**src/rtl/envelope_dynamics_pkg.sv**
```systemverilog
// Shared types and constants for the envelope_dynamics block.
package envelope_dynamics_pkg;

    // Envelope phases; encodings are visible on env_state.
    typedef enum logic [2:0] {
        ST_IDLE    = 3'd0,
        ST_ATTACK  = 3'd1,
        ST_DECAY   = 3'd2,
        ST_SUSTAIN = 3'd3,
        ST_RELEASE = 3'd4
    } env_state_t;

    // Gain of 1.0 in Q1.(gain_w-1).
    function automatic int unity(input int gain_w);
        return 1 << (gain_w - 1);
    endfunction

    // Half an output LSB after the Q1.(gain_w-1) shift; added before the
    // arithmetic shift to round half up.
    function automatic int half_lsb(input int gain_w);
        return 1 << (gain_w - 2);
    endfunction

endpackage

```
**src/rtl/envelope_dynamics_if.sv**
```systemverilog
// Sample stream, note events, envelope settings and status of envelope_dynamics.
// master drives samples/controls, slave is the envelope block.
interface envelope_dynamics_if #(
    parameter int SAMPLE_W = 16,
    parameter int GAIN_W   = 8,
    parameter int DIV_W    = 8
);
    logic                       in_valid;
    logic signed [SAMPLE_W-1:0] in_sample;
    logic                       note_on;
    logic                       note_off;
    logic [DIV_W-1:0]           tick_div;
    logic [GAIN_W-1:0]          attack_step;
    logic [GAIN_W-1:0]          decay_step;
    logic [GAIN_W-1:0]          release_step;
    logic [GAIN_W-1:0]          sustain_level;
    logic                       out_valid;
    logic signed [SAMPLE_W-1:0] out_sample;
    logic [GAIN_W-1:0]          env_gain;
    logic [2:0]                 env_state;
    logic                       busy;

    modport master (
        output in_valid, in_sample, note_on, note_off, tick_div,
               attack_step, decay_step, release_step, sustain_level,
        input  out_valid, out_sample, env_gain, env_state, busy
    );

    modport slave (
        input  in_valid, in_sample, note_on, note_off, tick_div,
               attack_step, decay_step, release_step, sustain_level,
        output out_valid, out_sample, env_gain, env_state, busy
    );
endinterface

```
**src/rtl/envelope_dynamics_gain_mul.sv**
```systemverilog
// gain_mul: two-stage signed sample x unsigned Q1.(GAIN_W-1) gain with
// round-half-up shift back to SAMPLE_W. Stage 1 captures the operands,
// stage 2 holds the rounded product. The result never exceeds SAMPLE_W
// because gain <= 1.0, so no saturation is applied.
module gain_mul
    import envelope_dynamics_pkg::*;
#(
    parameter int SAMPLE_W = 16,
    parameter int GAIN_W   = 8
) (
    input  logic                       clk,
    input  logic                       rst,
    input  logic                       i_valid,
    input  logic signed [SAMPLE_W-1:0] i_sample,
    input  logic [GAIN_W-1:0]          i_gain,
    output logic                       o_valid,
    output logic signed [SAMPLE_W-1:0] o_sample
);
    localparam int PROD_W = SAMPLE_W + GAIN_W + 1;
    localparam logic signed [PROD_W-1:0] HALF = PROD_W'(half_lsb(GAIN_W));

    logic                       r_s1_valid;
    logic signed [SAMPLE_W-1:0] r_s1_sample;
    logic [GAIN_W-1:0]          r_s1_gain;
    logic                       r_s2_valid;
    logic signed [SAMPLE_W-1:0] r_s2_sample;

    logic signed [PROD_W-1:0]   w_sample_ext;
    logic signed [PROD_W-1:0]   w_gain_ext;
    logic signed [PROD_W-1:0]   w_rounded;

    // Gain is zero-extended so it multiplies as a non-negative value.
    assign w_sample_ext = {{(GAIN_W + 1){r_s1_sample[SAMPLE_W-1]}}, r_s1_sample};
    assign w_gain_ext   = {{(SAMPLE_W + 1){1'b0}}, r_s1_gain};
    assign w_rounded    = (w_sample_ext * w_gain_ext) + HALF;

    // Stage 1: capture operands; stage 2: capture rounded, shifted product.
    // NOTE: non-blocking assignments here so both stages read the values from
    // before this edge; blocking would collapse the pipeline into one stage.
    always_ff @(posedge clk) begin
        if (rst) begin
            r_s1_valid  <= 1'b0;
            r_s1_sample <= '0;
            r_s1_gain   <= '0;
            r_s2_valid  <= 1'b0;
            r_s2_sample <= '0;
        end else begin
            r_s1_valid  <= i_valid;
            r_s1_sample <= i_sample;
            r_s1_gain   <= i_gain;
            r_s2_valid  <= r_s1_valid;
            if (r_s1_valid) begin
                r_s2_sample <= SAMPLE_W'(w_rounded >>> (GAIN_W - 1));
            end
        end
    end

    assign o_valid  = r_s2_valid;
    assign o_sample = r_s2_sample;

endmodule

```
**src/rtl/envelope_dynamics.sv**
```systemverilog
// envelope_dynamics: ADSR gain envelope applied to a signed sample stream.
// Holds the sample-strobe tick divider, the envelope FSM and the gain
// register; scaling is done in gain_mul with a 2-cycle latency.
// Optional feature macro: ENVELOPE_LEGATO_EN (note_on while sounding
// re-attacks from the current gain without clearing the tick divider).
module envelope_dynamics
    import envelope_dynamics_pkg::*;
#(
    parameter int SAMPLE_W = 16,
    parameter int GAIN_W   = 8,
    parameter int DIV_W    = 8
) (
    input  logic                clk,
    input  logic                rst,
    envelope_dynamics_if.slave  bus
);
    localparam logic [GAIN_W-1:0] UNITY_G = GAIN_W'(unity(GAIN_W));

    env_state_t        r_state;
    logic [GAIN_W-1:0] r_gain;
    logic [DIV_W-1:0]  r_cnt;

    env_state_t        w_state_nxt;
    logic [GAIN_W-1:0] w_gain_nxt;
    logic [DIV_W-1:0]  w_cnt_nxt;
    logic              w_tick;
    logic [GAIN_W-1:0] w_sus;
    logic [GAIN_W:0]   w_att_sum;
    logic [GAIN_W:0]   w_dec_diff;
    logic [GAIN_W:0]   w_rel_diff;

    // One extra bit on sum/difference exposes overflow past UNITY or a borrow.
    assign w_tick     = bus.in_valid && (r_cnt == bus.tick_div);
    assign w_sus      = (bus.sustain_level > UNITY_G) ? UNITY_G : bus.sustain_level;
    assign w_att_sum  = {1'b0, r_gain} + {1'b0, bus.attack_step};
    assign w_dec_diff = {1'b0, r_gain} - {1'b0, bus.decay_step};
    assign w_rel_diff = {1'b0, r_gain} - {1'b0, bus.release_step};

    // Envelope state, gain and tick divider registers.
    always_ff @(posedge clk) begin
        if (rst) begin
            r_state <= ST_IDLE;
            r_gain  <= '0;
            r_cnt   <= '0;
        end else begin
            r_state <= w_state_nxt;
            r_gain  <= w_gain_nxt;
            r_cnt   <= w_cnt_nxt;
        end
    end

    // Next state/gain: note events take priority over the tick update.
    // NOTE: every variable gets a default first so no path leaves it
    // unassigned, which would otherwise infer a latch.
    always_comb begin
        w_state_nxt = r_state;
        w_gain_nxt  = r_gain;
        w_cnt_nxt   = r_cnt;
        if (bus.in_valid) begin
            w_cnt_nxt = w_tick ? '0 : r_cnt + DIV_W'(1);
        end

        if (bus.note_on) begin
            w_state_nxt = ST_ATTACK;
`ifdef ENVELOPE_LEGATO_EN
            if (r_state == ST_IDLE) begin
                w_gain_nxt = '0;
                w_cnt_nxt  = '0;
            end
`else
            w_gain_nxt = '0;
            w_cnt_nxt  = '0;
`endif
        end else if (bus.note_off &&
                     (r_state inside {ST_ATTACK, ST_DECAY, ST_SUSTAIN})) begin
            w_state_nxt = ST_RELEASE;
        end else if (w_tick) begin
            case (r_state)
                ST_ATTACK: begin
                    if (bus.attack_step == '0 || w_att_sum >= {1'b0, UNITY_G}) begin
                        w_gain_nxt  = UNITY_G;
                        w_state_nxt = ST_DECAY;
                    end else begin
                        w_gain_nxt = w_att_sum[GAIN_W-1:0];
                    end
                end
                ST_DECAY: begin
                    if (bus.decay_step == '0 || w_dec_diff[GAIN_W] ||
                        w_dec_diff[GAIN_W-1:0] <= w_sus) begin
                        w_gain_nxt  = w_sus;
                        w_state_nxt = ST_SUSTAIN;
                    end else begin
                        w_gain_nxt = w_dec_diff[GAIN_W-1:0];
                    end
                end
                ST_RELEASE: begin
                    if (bus.release_step == '0 || w_rel_diff[GAIN_W] ||
                        w_rel_diff[GAIN_W-1:0] == '0) begin
                        w_gain_nxt  = '0;
                        w_state_nxt = ST_IDLE;
                    end else begin
                        w_gain_nxt = w_rel_diff[GAIN_W-1:0];
                    end
                end
                default: ;
            endcase
        end
    end

    gain_mul #(
        .SAMPLE_W (SAMPLE_W),
        .GAIN_W   (GAIN_W)
    ) u_gain_mul (
        .clk      (clk),
        .rst      (rst),
        .i_valid  (bus.in_valid),
        .i_sample (bus.in_sample),
        .i_gain   (r_gain),
        .o_valid  (bus.out_valid),
        .o_sample (bus.out_sample)
    );

    assign bus.env_gain  = r_gain;
    assign bus.env_state = r_state;
    assign bus.busy      = (r_state != ST_IDLE);

endmodule

```
**src/flat_wrapper.sv**
```systemverilog
// flat-port wrapper written by rule: the top's interface ports become plain ports
module envelope_dynamics_flat import envelope_dynamics_pkg::*;
#(
    parameter int SAMPLE_W = 16,
    parameter int GAIN_W   = 8,
    parameter int DIV_W    = 8
)
  (clk, rst, bus_in_valid, bus_in_sample, bus_note_on, bus_note_off, bus_tick_div, bus_attack_step, bus_decay_step, bus_release_step, bus_sustain_level, bus_out_valid, bus_out_sample, bus_env_gain, bus_env_state, bus_busy);
  envelope_dynamics_if #(.SAMPLE_W(SAMPLE_W), .GAIN_W(GAIN_W), .DIV_W(DIV_W)) bus_i ();
  input  logic clk;
  input  logic rst;
  input wire logic [$bits(bus_i.in_valid)-1:0] bus_in_valid;
  input wire logic [$bits(bus_i.in_sample)-1:0] bus_in_sample;
  input wire logic [$bits(bus_i.note_on)-1:0] bus_note_on;
  input wire logic [$bits(bus_i.note_off)-1:0] bus_note_off;
  input wire logic [$bits(bus_i.tick_div)-1:0] bus_tick_div;
  input wire logic [$bits(bus_i.attack_step)-1:0] bus_attack_step;
  input wire logic [$bits(bus_i.decay_step)-1:0] bus_decay_step;
  input wire logic [$bits(bus_i.release_step)-1:0] bus_release_step;
  input wire logic [$bits(bus_i.sustain_level)-1:0] bus_sustain_level;
  output wire logic [$bits(bus_i.out_valid)-1:0] bus_out_valid;
  output wire logic [$bits(bus_i.out_sample)-1:0] bus_out_sample;
  output wire logic [$bits(bus_i.env_gain)-1:0] bus_env_gain;
  output wire logic [$bits(bus_i.env_state)-1:0] bus_env_state;
  output wire logic [$bits(bus_i.busy)-1:0] bus_busy;
  assign bus_i.in_valid = bus_in_valid;
  assign bus_i.in_sample = bus_in_sample;
  assign bus_i.note_on = bus_note_on;
  assign bus_i.note_off = bus_note_off;
  assign bus_i.tick_div = bus_tick_div;
  assign bus_i.attack_step = bus_attack_step;
  assign bus_i.decay_step = bus_decay_step;
  assign bus_i.release_step = bus_release_step;
  assign bus_i.sustain_level = bus_sustain_level;
  assign bus_out_valid = bus_i.out_valid;
  assign bus_out_sample = bus_i.out_sample;
  assign bus_env_gain = bus_i.env_gain;
  assign bus_env_state = bus_i.env_state;
  assign bus_busy = bus_i.busy;
  envelope_dynamics #(.SAMPLE_W(SAMPLE_W), .GAIN_W(GAIN_W), .DIV_W(DIV_W)) u_core (.clk(clk), .rst(rst), .bus(bus_i));
endmodule
```
**config.mk**
```make
export PLATFORM = sky130hd
export DESIGN_NAME = envelope_dynamics_flat
export DESIGN_NICKNAME = d
export VERILOG_FILES = /design/src/rtl/envelope_dynamics_pkg.sv /design/src/rtl/envelope_dynamics_if.sv /design/src/rtl/envelope_dynamics_gain_mul.sv /design/src/rtl/envelope_dynamics.sv /design/src/flat_wrapper.sv
export SDC_FILE = /design/constraint.sdc
export NUM_CORES = 1
export LEC_CHECK = 0
export CELL_PAD_IN_SITES_DETAIL_PLACEMENT = 0
export CELL_PAD_IN_SITES_GLOBAL_PLACEMENT = 1
export CORE_ASPECT_RATIO = 0.75
export CORE_MARGIN = 1
export CORE_UTILIZATION = 48
export CTS_CLUSTER_SIZE = 12
export DETAILED_ROUTE_END_ITERATION = 8
export GPL_TIMING_DRIVEN = 0
export HOLD_SLACK_MARGIN = 0.03
export PLACE_DENSITY = 0.95
export SYNTH_ARGS = -nofsm -noshare
export SYNTH_HDL_FRONTEND = slang
export SYNTH_HIERARCHICAL = 1
export SYNTH_SLANG_ARGS = --single-unit
```
**constraint.sdc**
```tcl
create_clock -name clk -period 12.25 [get_ports clk]
set_clock_uncertainty 0.15 [all_clocks]
set_input_delay 2.45 -clock clk [delete_from_list [all_inputs] [get_ports clk]]
set_output_delay 2.45 -clock clk [all_outputs]
set_load 0.005 [all_outputs]
```
* Word level (Yosys, flattened, before mapping)
Cells that the tools add are included.
** Word-level totals
- Flip-flop bits (word level) :: 61
- Output and inout port bits :: 29
- Logic and storage cells :: 71
** Cells by class
- Order comparisons :: 3
- Mux-type cells :: 13
- Add/subtract/negate cells :: 5
- Bitwise operators :: 1
- $mul :: 1
- Reduce and logical (&&, ||, !) cells :: 24
- Equal/unequal tests :: 14
** Operators by type and width (number)
- 2-to-1 mux 8 bit :: 5
- logical NOT 8 bit :: 4
- case mux 8 bit (3 select lines) :: 1
- adder 23 x 8 -> 23 bit (second input constant) :: 1
- multiplier 16 x 9 -> 23 bit :: 1
- subtractor 8 x 8 -> 9 bit :: 2
- 2-to-1 mux 3 bit :: 5
- AND reduction 5 bit :: 3
- nonzero test 3 bit :: 4
- adder 8 x 8 -> 9 bit :: 1
- greater-or-equal comparator 9 x 8 -> 1 bit (second input constant) :: 1
- case mux 3 bit (3 select lines) :: 1
- adder 8 x 1 -> 8 bit (second input constant) :: 1
- == test 8 bit :: 1
- > comparator 8 bit (second input constant) :: 1
- less-or-equal comparator 8 bit :: 1
- inequality test 4 bit (second input constant) :: 2
- == test 3 x 2 -> 1 bit (second input constant) :: 2
- inequality test 3 bit (second input constant) :: 2
- logical OR 1 bit :: 5
- nonzero test 5 bit :: 1
- inequality test 2 bit (second input constant) :: 2
- inequality test 4 x 2 -> 1 bit (second input constant) :: 1
- nonzero test 4 bit :: 1
- 11 further kinds :: 12

* Longest topological paths before layout
Gate-level depths: netlist of the first run.
- Word-level depth :: 9
- Mapped depth :: 19

* By module
Netlist of the first run, hierarchy kept.
** By module, submodules not included
- gain_mul :: sequential area each 840.8 µm², cells an instance 580, area each 5459.0 µm², instances 1
- envelope_dynamics :: sequential area each 380.4 µm², cells an instance 312, area each 2426.1 µm², instances 1

* Worst setup path before layout of the first run
OpenSTA, ideal clock, no wires.
- Path type :: input -> register
- From :: in bus_decay_step[0]
- To :: reg u_core.r_state[0], in the netlist u_core/bus.env_state[0]
- Library setup time :: 0.074 ns
- Cell stages on the path :: 15
- Arrival :: 5.467 ns
- Buffers on the path :: 0
- Data required time :: 12.026 ns
- Setup slack :: 6.559 ns
- Path through :: ha_1 > fa_1 > nand2b_1 > a21oi_1 > o21ai_0 > nor2b_1 > xnor2_1 > ha_1 > nand4_1 > a21oi_1 > a211oi_1 > a211oi_4 > o211ai_1 > a221o_1 > a31oi_1
** On the way
- Word-level cells in the longest chain between the ends :: 5
- Elaborated cells on any way between the ends :: 7
- Classes of those cells :: 1 x add/sub; 1 x order compare; 1 x eq/ne; 4 x reduce/logical
** Ends and longest elaborated chain
- start, declared :: RTL line flat_wrapper.sv:18 : input wire logic [$bits(bus_i.decay_step)-1:0] bus_decay_step;
- subtractor 8 x 8 -> 9 bit / logical NOT 8 bit (equally long branches) :: RTL line envelope_dynamics.sv:36, envelope_dynamics.sv:88
- less-or-equal comparator 8 bit / logical OR 1 bit (equally long branches) :: RTL line envelope_dynamics.sv:89, envelope_dynamics.sv:88
- logical OR 1 bit * :: RTL line envelope_dynamics.sv:88 : if (bus.decay_step == '0 || w_dec_diff[GAIN_W] ||
- inequality test 4 bit (no source line) *
- AND reduction 5 bit (no source line) *
- end signal, assigned :: RTL line envelope_dynamics.sv:46 : r_state <= w_state_nxt;
- end, declared :: RTL line envelope_dynamics.sv:19 : env_state_t r_state;
Every way passes the cells marked *; elsewhere a longest branch is shown, timed or not.
A chain may end at the register's enable or synchronous reset.

* Worst setup path in the final report of the first run
Ends and elaborated chain as after synthesis.

==> results of run 1 <==
[cells in the final DEF (no fill, tap or decap), types with 7 or more instances in the layout]
cell type	count
nand2b_1	7
a21oi_1	33
xor2_1	17
nand3_1	17
xnor2_1	28
fa_1	100
clkbuf_16	9
mux2i_1	10
clkbuf_1	21
nor2b_1	37
clkdlybuf4s50_1	89
o21ai_0	19
dfxtp_1	61
ha_1	88
nor3_1	13
nand2_1	97
nor2_1	37
inv_1	136
and2_1	59
[state kept, by name, summed over array words and instances (netlist names)]
register	flops
u_core/u_gain_mul/o_sample	16
u_core/u_gain_mul/r_s1_sample	16
u_core/bus.env_gain	8
u_core/r_cnt	8
u_core/u_gain_mul/r_s1_gain	8
u_core/bus.env_state	3
u_core/u_gain_mul/o_valid	1
u_core/u_gain_mul/r_s1_valid	1
[logic make-up (layout without fill, tap and decap cells)]
family / count (synthesis) / after routing / synth area share, %
adder cells (fa/ha/maj): 188 / 188 / 39.4
AO/OA/AOI/OAI: 123 / 123 / 11.1
buffers and inverters: 157 / 261 / 7.47
XOR/XNOR: 45 / 45 / 5.00
flip-flops: 61 / 61 / 15.5
multiplexers: 13 / 13 / 1.70
AND/OR/NAND/NOR: 305 / 305 / 19.9
[worst max-delay path, stage by stage]
cell and delay [ns]:
clkdlybuf4s50_1 0.43, ha_1 0.24, fa_1 0.40, nand2b_1 0.18
a21oi_1 0.17, o21ai_0 0.19, nor2b_1 0.20, xnor2_1 0.16
ha_1 0.34, nand4_1 0.13, a21oi_1 0.14, a211oi_1 0.09
a211oi_4 0.57, o211ai_1 0.22, a221o_1 0.33, a31oi_1 0.17
[per-layer routing]
metal / part of all wire, % / GRT usage, %
met5: 0 / 0
met4: 1.8 / 7.74
met1: 46 / 33.4
met2: 45 / 37.8
met3: 7.8 / 6.94
[through the flow]
step | worst slack, ns | utilization, %
floorplan | 6.56 | -
global placement | 5.67 | 56.4
detailed placement | 5.69 | 56.4
CTS | 6.02 | 58.3
global route | 5.71 | 58.3
finish | 5.97 | 58.3
[how the worst min path moves through the flow]
stage / start / to / slack, ns
5_1_grt: u_core/u_gain_mul/o_sample[13]$_SDFFE_PP0P_ / u_core/u_gain_mul/o_sample[13]$_SDFFE_PP0P_ / 0.34
3_3_place_gp: u_core/u_gain_mul/o_sample[13]$_SDFFE_PP0P_ / u_core/u_gain_mul/o_sample[13]$_SDFFE_PP0P_ / 0.30
2_1_floorplan: u_core/u_gain_mul/o_sample[3]$_SDFFE_PP0P_ / u_core/u_gain_mul/o_sample[3]$_SDFFE_PP0P_ / 0.29
4_1_cts: u_core/u_gain_mul/o_sample[13]$_SDFFE_PP0P_ / u_core/u_gain_mul/o_sample[13]$_SDFFE_PP0P_ / 0.30
3_5_place_dp: u_core/u_gain_mul/o_sample[13]$_SDFFE_PP0P_ / u_core/u_gain_mul/o_sample[13]$_SDFFE_PP0P_ / 0.29
6_report: u_core/u_gain_mul/o_sample[13]$_SDFFE_PP0P_ / u_core/u_gain_mul/o_sample[13]$_SDFFE_PP0P_ / 0.30
[power by group]
group	internal (uW)	leakage, uW	switching (uW)
registers	202	0.000497	7.82
logic	36.6	0.00392	33.4
clock network	167	0.000141	94.5
[area by class of cell]
cell class / count / area [um2]
fill: 1456 / 6680
clock buffer: 12 / 256
inverter: 137 / 514
clock inverter: 3 / 45.0
sequential: 61 / 1220
multi-input combinational: 674 / 6070
buffer: 20 / 75.1
tap: 210 / 263
timing repair buffer: 89 / 891
==> run_results.csv, run 1 <==
group,metric,value,unit
status,run_status,"finished clean",
power_and_ir_drop,p_leak,0.00456,uW
worst_setup_path,timing.setup.critical_path_class,"primary input to flop",
yosys,synthTopCellsByArea,"fa_1 25%, dfxtp_1 15%, ha_1 14%",
global_route,grt_pass1_wl,32500,um
timing,max_slew_margin,51.9,%
global_route,grt_antenna_before_repair,0,
timing,setup_violations,0,
power_and_ir_drop,powerDensity,58.0,mW/mm2
timing,tightest_slew,0.722,ns
worst_setup_path,reg2reg_depth,17,
place,place_inst,1191,
drt,drc,0,
worst_setup_path,worst_ep_required_time,12.36,ns
drt,wirelength,19200,um
drt,drtIter0Drc,406,
worst_setup_path,cp.arrival,6.39,ns
worst_setup_path,cp-start-kind,"primary input",
place,dpl-instance-area,0.00904,mm2
yosys,syn_area_per_cell,8.84,um2
cells_and_area,final_layout_size_suffix_gt1_share,3.11,%
yosys,synth_largest_area_cell,"fa_1",
hold_path,holdPathStages,2,
clock_tree,cts-root-buf,"clkbuf_16",
cells_and_area,nNetsFinal,1241,
drt,vias,6458,
yosys,ys_ff_latch,61,
yosys,synth_cells,892,
floorplanning,io_pins,90,
drt,wl_per_cell,15.9,um
yosys,synth-edff-count,0,
cells_and_area,syn2layout_area_growth,18.5,%
worst_setup_path,rrSetupSlack,6.12,ns
timing,hold_ws,0.305,ns
floorplanning,dieArea,0.0169,mm2
yosys,synth_cell_type_count,66,
yosys,synth_top_flop_cell,"dfxtp_1",
yosys,synth.most_common_cell,"inv_1",
cells_and_area,stdcell_area,0.00934,mm2
clock_tree,insertion_delay,0.33,ns
worst_setup_path,crit_end,"u_core/bus.env_state[0]$_SDFFE_PP0P_",
place,dpl.hpwl,15700,um
worst_setup_path,cp-startpoint,"bus_decay_step[0]",
power_and_ir_drop,power,542,uW
power_and_ir_drop,vdd_drop_max,0.0000756,V
global_route,grt_usage,24.6,%
global_route,grt_max_degree,11,
place,port_buffers,89,
clock_tree,numCtsBuffers,9,
timing,final.period_utilization,51.3,%
drt,drt-pass1-iter-count,6,
worst_setup_path,r2r-start,"u_core/u_gain_mul/r_s1_gain[1]$_SDFF_PP0_",
timing,rsz0062_at_grt,"no",
floorplanning,coreArea,0.0160,mm2
clock_tree,clk_path_buf_depth,2,
yosys,synth_nets,1141,
global_route,gr-total-overflow,0,
cells_and_area,n_antenna_cell,0,
yosys,synth_common_cells,"136 x inv_1, 100 x fa_1, 97 x nand2_1",
clock_tree,cts_tree,"done",
clock_tree,clk_pin_slew_worst_paths,0.06,ns
timing,finalHoldViolCount,0,
global_route,grt_pass1_vias,6612,
yosys,ys_async_sr_fraction,0,%
timing,final.setup.tns,0,ns
floorplanning,fp-row-count,40,
worst_setup_path,crit_fanout,9,
worst_setup_path,end_kind,"flop",
drt,drtAntennaViolNets,0,
yosys,seq_area_frac_synth,15.5,%
cells_and_area,fin_cells,1206,
timing,max_freq,159,MHz
clock_tree,clkSinkCount,61,
yosys,syn-cell-area,0.00789,mm2
place,routabilityCongestion,0.906,
floorplanning,dieWidth,150,um
clock_tree,post_cts_buffers,0,
hold_path,hold_path.class,"flop to flop",
yosys,yosysWarnings,6,
yosys,netlist.area_leader.share,25.4,%
worst_setup_path,r2r_end,"u_core/u_gain_mul/o_sample[13]$_SDFFE_PP0P_",
timing,report.final.slew_viol_count,0,
run,drv_cap,0,
floorplanning,start_util,49.2,%
drt,viasPerCell,5.35,
floorplanning,fp.dieH,113,um
clock_tree,hold_buffers,0,
timing,fin_crit,6.28,ns
clock_tree,h-tree-depth,3,
clock_tree,post_cts_resized,0,
No activity file was read; power rests on OpenSTA's default activity.
==> run 2: changes to the inputs <==
Settings changed: CORE_UTILIZATION 48 to 45, PLACE_DENSITY 0.95 to 0.91.
Clock period 12.25 ns to 6.2 ns, I/O delays scaled along.
==> run_results.csv, run 2 (synthesis results as in run 1) <==
group,metric,value,unit
power_and_ir_drop,p_leak,0.00458,uW
cells_and_area,syn2layout_area_growth,19.0,%
power_and_ir_drop,powerDensity,115,mW/mm2
timing,report.final.slew_viol_count,0,
clock_tree,numCtsBuffers,9,
global_route,grt_pass1_vias,6634,
worst_setup_path,timing.setup.critical_path_class,"flop to flop",
worst_setup_path,rrSetupSlack,0.30,ns
hold_path,holdPathStages,2,
clock_tree,post_cts_buffers,0,
floorplanning,io_pins,90,
worst_setup_path,cp.arrival,5.96,ns
hold_path,min_from,"u_core/u_gain_mul/o_sample[13]$_SDFFE_PP0P_",
floorplanning,dieArea,0.0181,mm2
worst_setup_path,crit_fanout,10,
timing,tightest_slew,0.751,ns
timing,final.period_utilization,95.1,%
timing,rsz0062_at_grt,"no",
clock_tree,insertion_delay,0.34,ns
timing,setup_violations,0,
drt,drt-pass1-iter-count,4,
global_route,grt_usage,23.4,%
clock_tree,cts-root-buf,"clkbuf_16",
cells_and_area,final_core_util,55.3,%
timing,max_freq,170,MHz
floorplanning,fp-row-count,41,
floorplanning,dieWidth,155,um
clock_tree,h-tree-depth,3,
drt,viasPerCell,5.27,
power_and_ir_drop,vdd_drop_max,0.000110,V
timing,fin_crit,5.90,ns
worst_setup_path,cp-start-kind,"flop",
cells_and_area,stdcell_area,0.00938,mm2
place,dpl-instance-area,0.00907,mm2
floorplanning,fp.dieH,117,um
clock_tree,post_cts_resized,0,
clock_tree,hold_buffers,0,
cells_and_area,final_layout_size_suffix_gt1_share,3.82,%
drt,wl_per_cell,15.9,um
timing,max_slew_margin,49.9,%
cells_and_area,final_cell_mix,"136 x inv_1, 100 x fa_1, 97 x nand2_1",
status,run_status,"finished clean",
drt,drtAntennaViolNets,0,
drt,drc,0,
place,port_buffers,89,
global_route,gr-total-overflow,0,
global_route,grt_antenna_before_repair,0,
worst_setup_path,reg2reg_depth,16,
timing,final.setup.tns,0,ns
timing,setup_slack,0.301,ns
clock_tree,cts_tree,"done",
cells_and_area,n_antenna_cell,0,
worst_setup_path,cp-startpoint,"u_core/u_gain_mul/r_s1_gain[1]$_SDFF_PP0_",
clock_tree,clk_path_buf_depth,2,
clock_tree,clkSinkCount,61,
timing,finalHoldViolCount,0,
worst_setup_path,end_kind,"flop",
global_route,grt_pass1_wl,32900,um
worst_setup_path,r2r-start,"u_core/u_gain_mul/r_s1_gain[1]$_SDFF_PP0_",
global_route,grt_max_degree,14,
drt,vias,6488,
place,routabilityCongestion,0.877,
cells_and_area,nNetsFinal,1240,
clock_tree,clk_pin_slew_worst_paths,0.06,ns
place,dpl.hpwl,16000,um
cells_and_area,mostFrequentLayoutCell,"inv_1",
drt,wirelength,19600,um
hold_path,hold_path.class,"flop to flop",
drt,drtIter0Drc,386,
worst_setup_path,worst_ep_required_time,6.27,ns
cells_and_area,fill_cells,1557,
run,drv_cap,0,
floorplanning,coreArea,0.0170,mm2
place,post-place-ws,0.0763,ns
floorplanning,start_util,46.4,%
==> run 2: cell types whose count changed in the layout (fill, tap and decap cells not counted), sizes merged <==
cell    previous run  this run
clkbuf            32        28
inv              137       140
clkinv             0         1
==> run 2: worst paths after layout <==
| path | end |
|---|---|
| max | u_core/u_gain_mul/o_sample[15]$_SDFFE_PP0P_ |
| min | u_core/u_gain_mul/o_sample[13]$_SDFFE_PP0P_ |
| max reg2reg | u_core/u_gain_mul/o_sample[15]$_SDFFE_PP0P_ |
| min reg2reg | u_core/u_gain_mul/o_sample[13]$_SDFFE_PP0P_ |
==> run 2: final cells by class <==
type	count	area (um2)	area share, %
Multi-Input combinational cell	674	6070	64.8
Sequential cell	61	1220	13.0
Timing Repair Buffer	89	891	9.50
Inverter	137	514	5.48
Tap cell	236	295	3.15
Clock buffer	9	225	2.40
Clock inverter	7	82.6	0.880
Buffer	19	77.6	0.827
==> run 2: report_power, final <==
group / total (uW) / leakage [uW] / internal, uW / switching, uW
Clock: 523 / 0.000145 / 317 / 206
Combinational: 138 / 0.00393 / 72.1 / 65.6
Sequential: 415 / 0.000497 / 399 / 15.6
==> run 2: metal layers <==
metal	vias to the layer above	share of wire, %	track usage [%]
li1	3120	-	-
met1	3121	47	32.0
met2	221	46	38.9
met3	26	6.0	4.12
met4	0	1.5	5.74
met5	-	0	0
==> run 2: per-stage QoR <==
stage / cells / hold slack (ns) / total power, uW
6_report: 1232 / 0.311 / 1080
5_1_grt: 1232 / 0.331 / 1120
4_1_cts: 1233 / 0.315 / 1090
3_5_place_dp: 1217 / 0.302 / 559
3_3_place_gp: 1217 / 0.298 / 558
2_1_floorplan: 892 / 0.292 / 487
==> run 2: worst max-delay path, cell delays in order, from the launching register on <==
cell,delay (ns)
dfxtp_1,0.58
clkbuf_2,0.34
nand2_1,0.11
fa_1,0.51
inv_1,0.05
fa_1,0.49
fa_1,0.59
fa_1,0.45
ha_1,0.30
ha_1,0.36
o211a_1,0.25
a41o_1,0.26
or3_4,0.43
a2111oi_4,0.44
o31a_4,0.24
a2111o_1,0.13
nand3_1,0.07
==> run 3: changes to the inputs <==
Settings changed: CELL_PAD_IN_SITES_DETAIL_PLACEMENT 0 to 1, GPL_TIMING_DRIVEN 0 to not set.
==> run_results.csv, run 3 (synthesis results as in run 1) <==
group,metric,value,unit
status,run_status,"finished clean",
global_route,gr-total-overflow,0,
global_route,grt_pass1_wl,39400,um
floorplanning,fp.dieH,117,um
run,drv_cap,0,
drt,drtAntennaViolNets,0,
timing,fin_crit,5.85,ns
drt,drtIter0Drc,369,
timing,max_slew_margin,52.0,%
clock_tree,hold_buffers,0,
cells_and_area,final_layout_size_suffix_gt1_share,3.67,%
power_and_ir_drop,powerDensity,111,mW/mm2
cells_and_area,n_antenna_cell,0,
worst_setup_path,cp-start-kind,"flop",
cells_and_area,final_cell_mix,"136 x inv_1, 100 x fa_1, 97 x nand2_1",
timing,finalHoldViolCount,0,
drt,wl_per_cell,19.8,um
place,port_buffers,89,
place,post-place-ws,0.449,ns
power_and_ir_drop,vdd_drop_max,0.000126,V
place,routabilityCongestion,0.896,
timing,setup_slack,0.353,ns
place,dpl.hpwl,19500,um
hold_path,hold_path.class,"flop to flop",
clock_tree,numCtsBuffers,9,
drt,drt-pass1-iter-count,5,
worst_setup_path,timing.setup.critical_path_class,"flop to flop",
cells_and_area,fin_cells,1216,
floorplanning,io_pins,90,
floorplanning,coreArea,0.0170,mm2
timing,rsz0062_at_grt,"no",
timing,report.final.slew_viol_count,0,
worst_setup_path,crit_fanout,17,
clock_tree,insertion_delay,0.35,ns
cells_and_area,mostFrequentLayoutCell,"inv_1",
worst_setup_path,end_kind,"flop",
timing,hold_ws,0.331,ns
floorplanning,dieWidth,155,um
timing,tightest_slew,0.718,ns
drt,viasPerCell,5.49,
clock_tree,clkSinkCount,61,
clock_tree,clk_pin_slew_worst_paths,0.05,ns
timing,final.period_utilization,94.3,%
clock_tree,h-tree-depth,3,
power_and_ir_drop,p_leak,0.00454,uW
drt,wirelength,24100,um
clock_tree,post_cts_resized,0,
power_and_ir_drop,power,1030,uW
place,place_inst,1200,
clock_tree,clk_path_buf_depth,2,
worst_setup_path,worst_ep_required_time,6.33,ns
floorplanning,fp-row-count,41,
worst_setup_path,cp.arrival,5.98,ns
global_route,grt_usage,28.7,%
drt,vias,6679,
timing,final.setup.tns,0,ns
floorplanning,dieArea,0.0181,mm2
cells_and_area,nNetsFinal,1224,
timing,max_freq,171,MHz
cells_and_area,fill_cells,1969,
clock_tree,cts_tree,"done",
global_route,grt_max_degree,45,
clock_tree,post_cts_buffers,0,
clock_tree,cts-root-buf,"clkbuf_16",
floorplanning,start_util,46.4,%
global_route,grt_antenna_before_repair,0,
drt,drc,0,
cells_and_area,syn2layout_area_growth,17.7,%
global_route,grt_pass1_vias,7392,
timing,setup_violations,0,
[run 3: worst max-delay path: stages, from the launching register on]
cell	delay, ns
dfxtp_1	0.75
nand2_1	0.16
fa_1	0.59
inv_1	0.09
fa_1	0.49
fa_1	0.57
inv_1	0.07
fa_1	0.49
inv_1	0.06
ha_1	0.30
ha_1	0.33
o21a_1	0.13
o211ai_1	0.10
a21boi_1	0.38
a2111oi_4	0.16
o31a_4	0.40
or4_1	0.47
nand3_1	0.10
[run 3: layout make-up]
cell class	count	area (um2)	share of cell area [%]
sequential	61	1220	13.2
multi-input combinational	674	6070	65.4
clock buffer	10	229	2.47
tap	236	295	3.18
clock inverter	6	38.8	0.418
timing repair buffer	92	908	9.79
inverter	137	514	5.54
[run 3: layer usage]
metal / GRT usage, % / part of all wire [%] / vias to the layer above / wire length [um]
met5: 0 / 0 / - / 0
met4: 10.9 / 3.2 / 0 / 769
met3: 5.94 / 6.0 / 67 / 1440
met2: 49.6 / 49 / 252 / 11700
met1: 35.8 / 42 / 3275 / 10100
li1: - / - / 3085 / -
[run 3: path summary, 6_finish.rpt]
kind,from,end,slack (ns),cells after the start
max,u_core/u_gain_mul/r_s1_gain[1]$_SDFF_PP0_,u_core/u_gain_mul/o_sample[14]$_SDFFE_PP0P_,0.35,17
min reg2reg,u_core/u_gain_mul/o_sample[13]$_SDFFE_PP0P_,u_core/u_gain_mul/o_sample[13]$_SDFFE_PP0P_,0.33,2
min,u_core/u_gain_mul/o_sample[13]$_SDFFE_PP0P_,u_core/u_gain_mul/o_sample[13]$_SDFFE_PP0P_,0.33,2
max reg2reg,u_core/u_gain_mul/r_s1_gain[1]$_SDFF_PP0_,u_core/u_gain_mul/o_sample[14]$_SDFFE_PP0P_,0.35,17
[run 3: report_power, final]
part           switching, uW  internal, uW  total [uW]
combinational           65.4          71.5         137
clock                    203           270         472
sequential              18.3           399         418
[run 3: stage by stage]
step	cell area [um2]	utilization (%)
2_1_floorplan	7890	-
3_3_place_gp	9010	53.1
3_5_place_dp	9010	53.1
4_1_cts	9280	54.7
5_1_grt	9280	54.7
6_report	9280	54.7
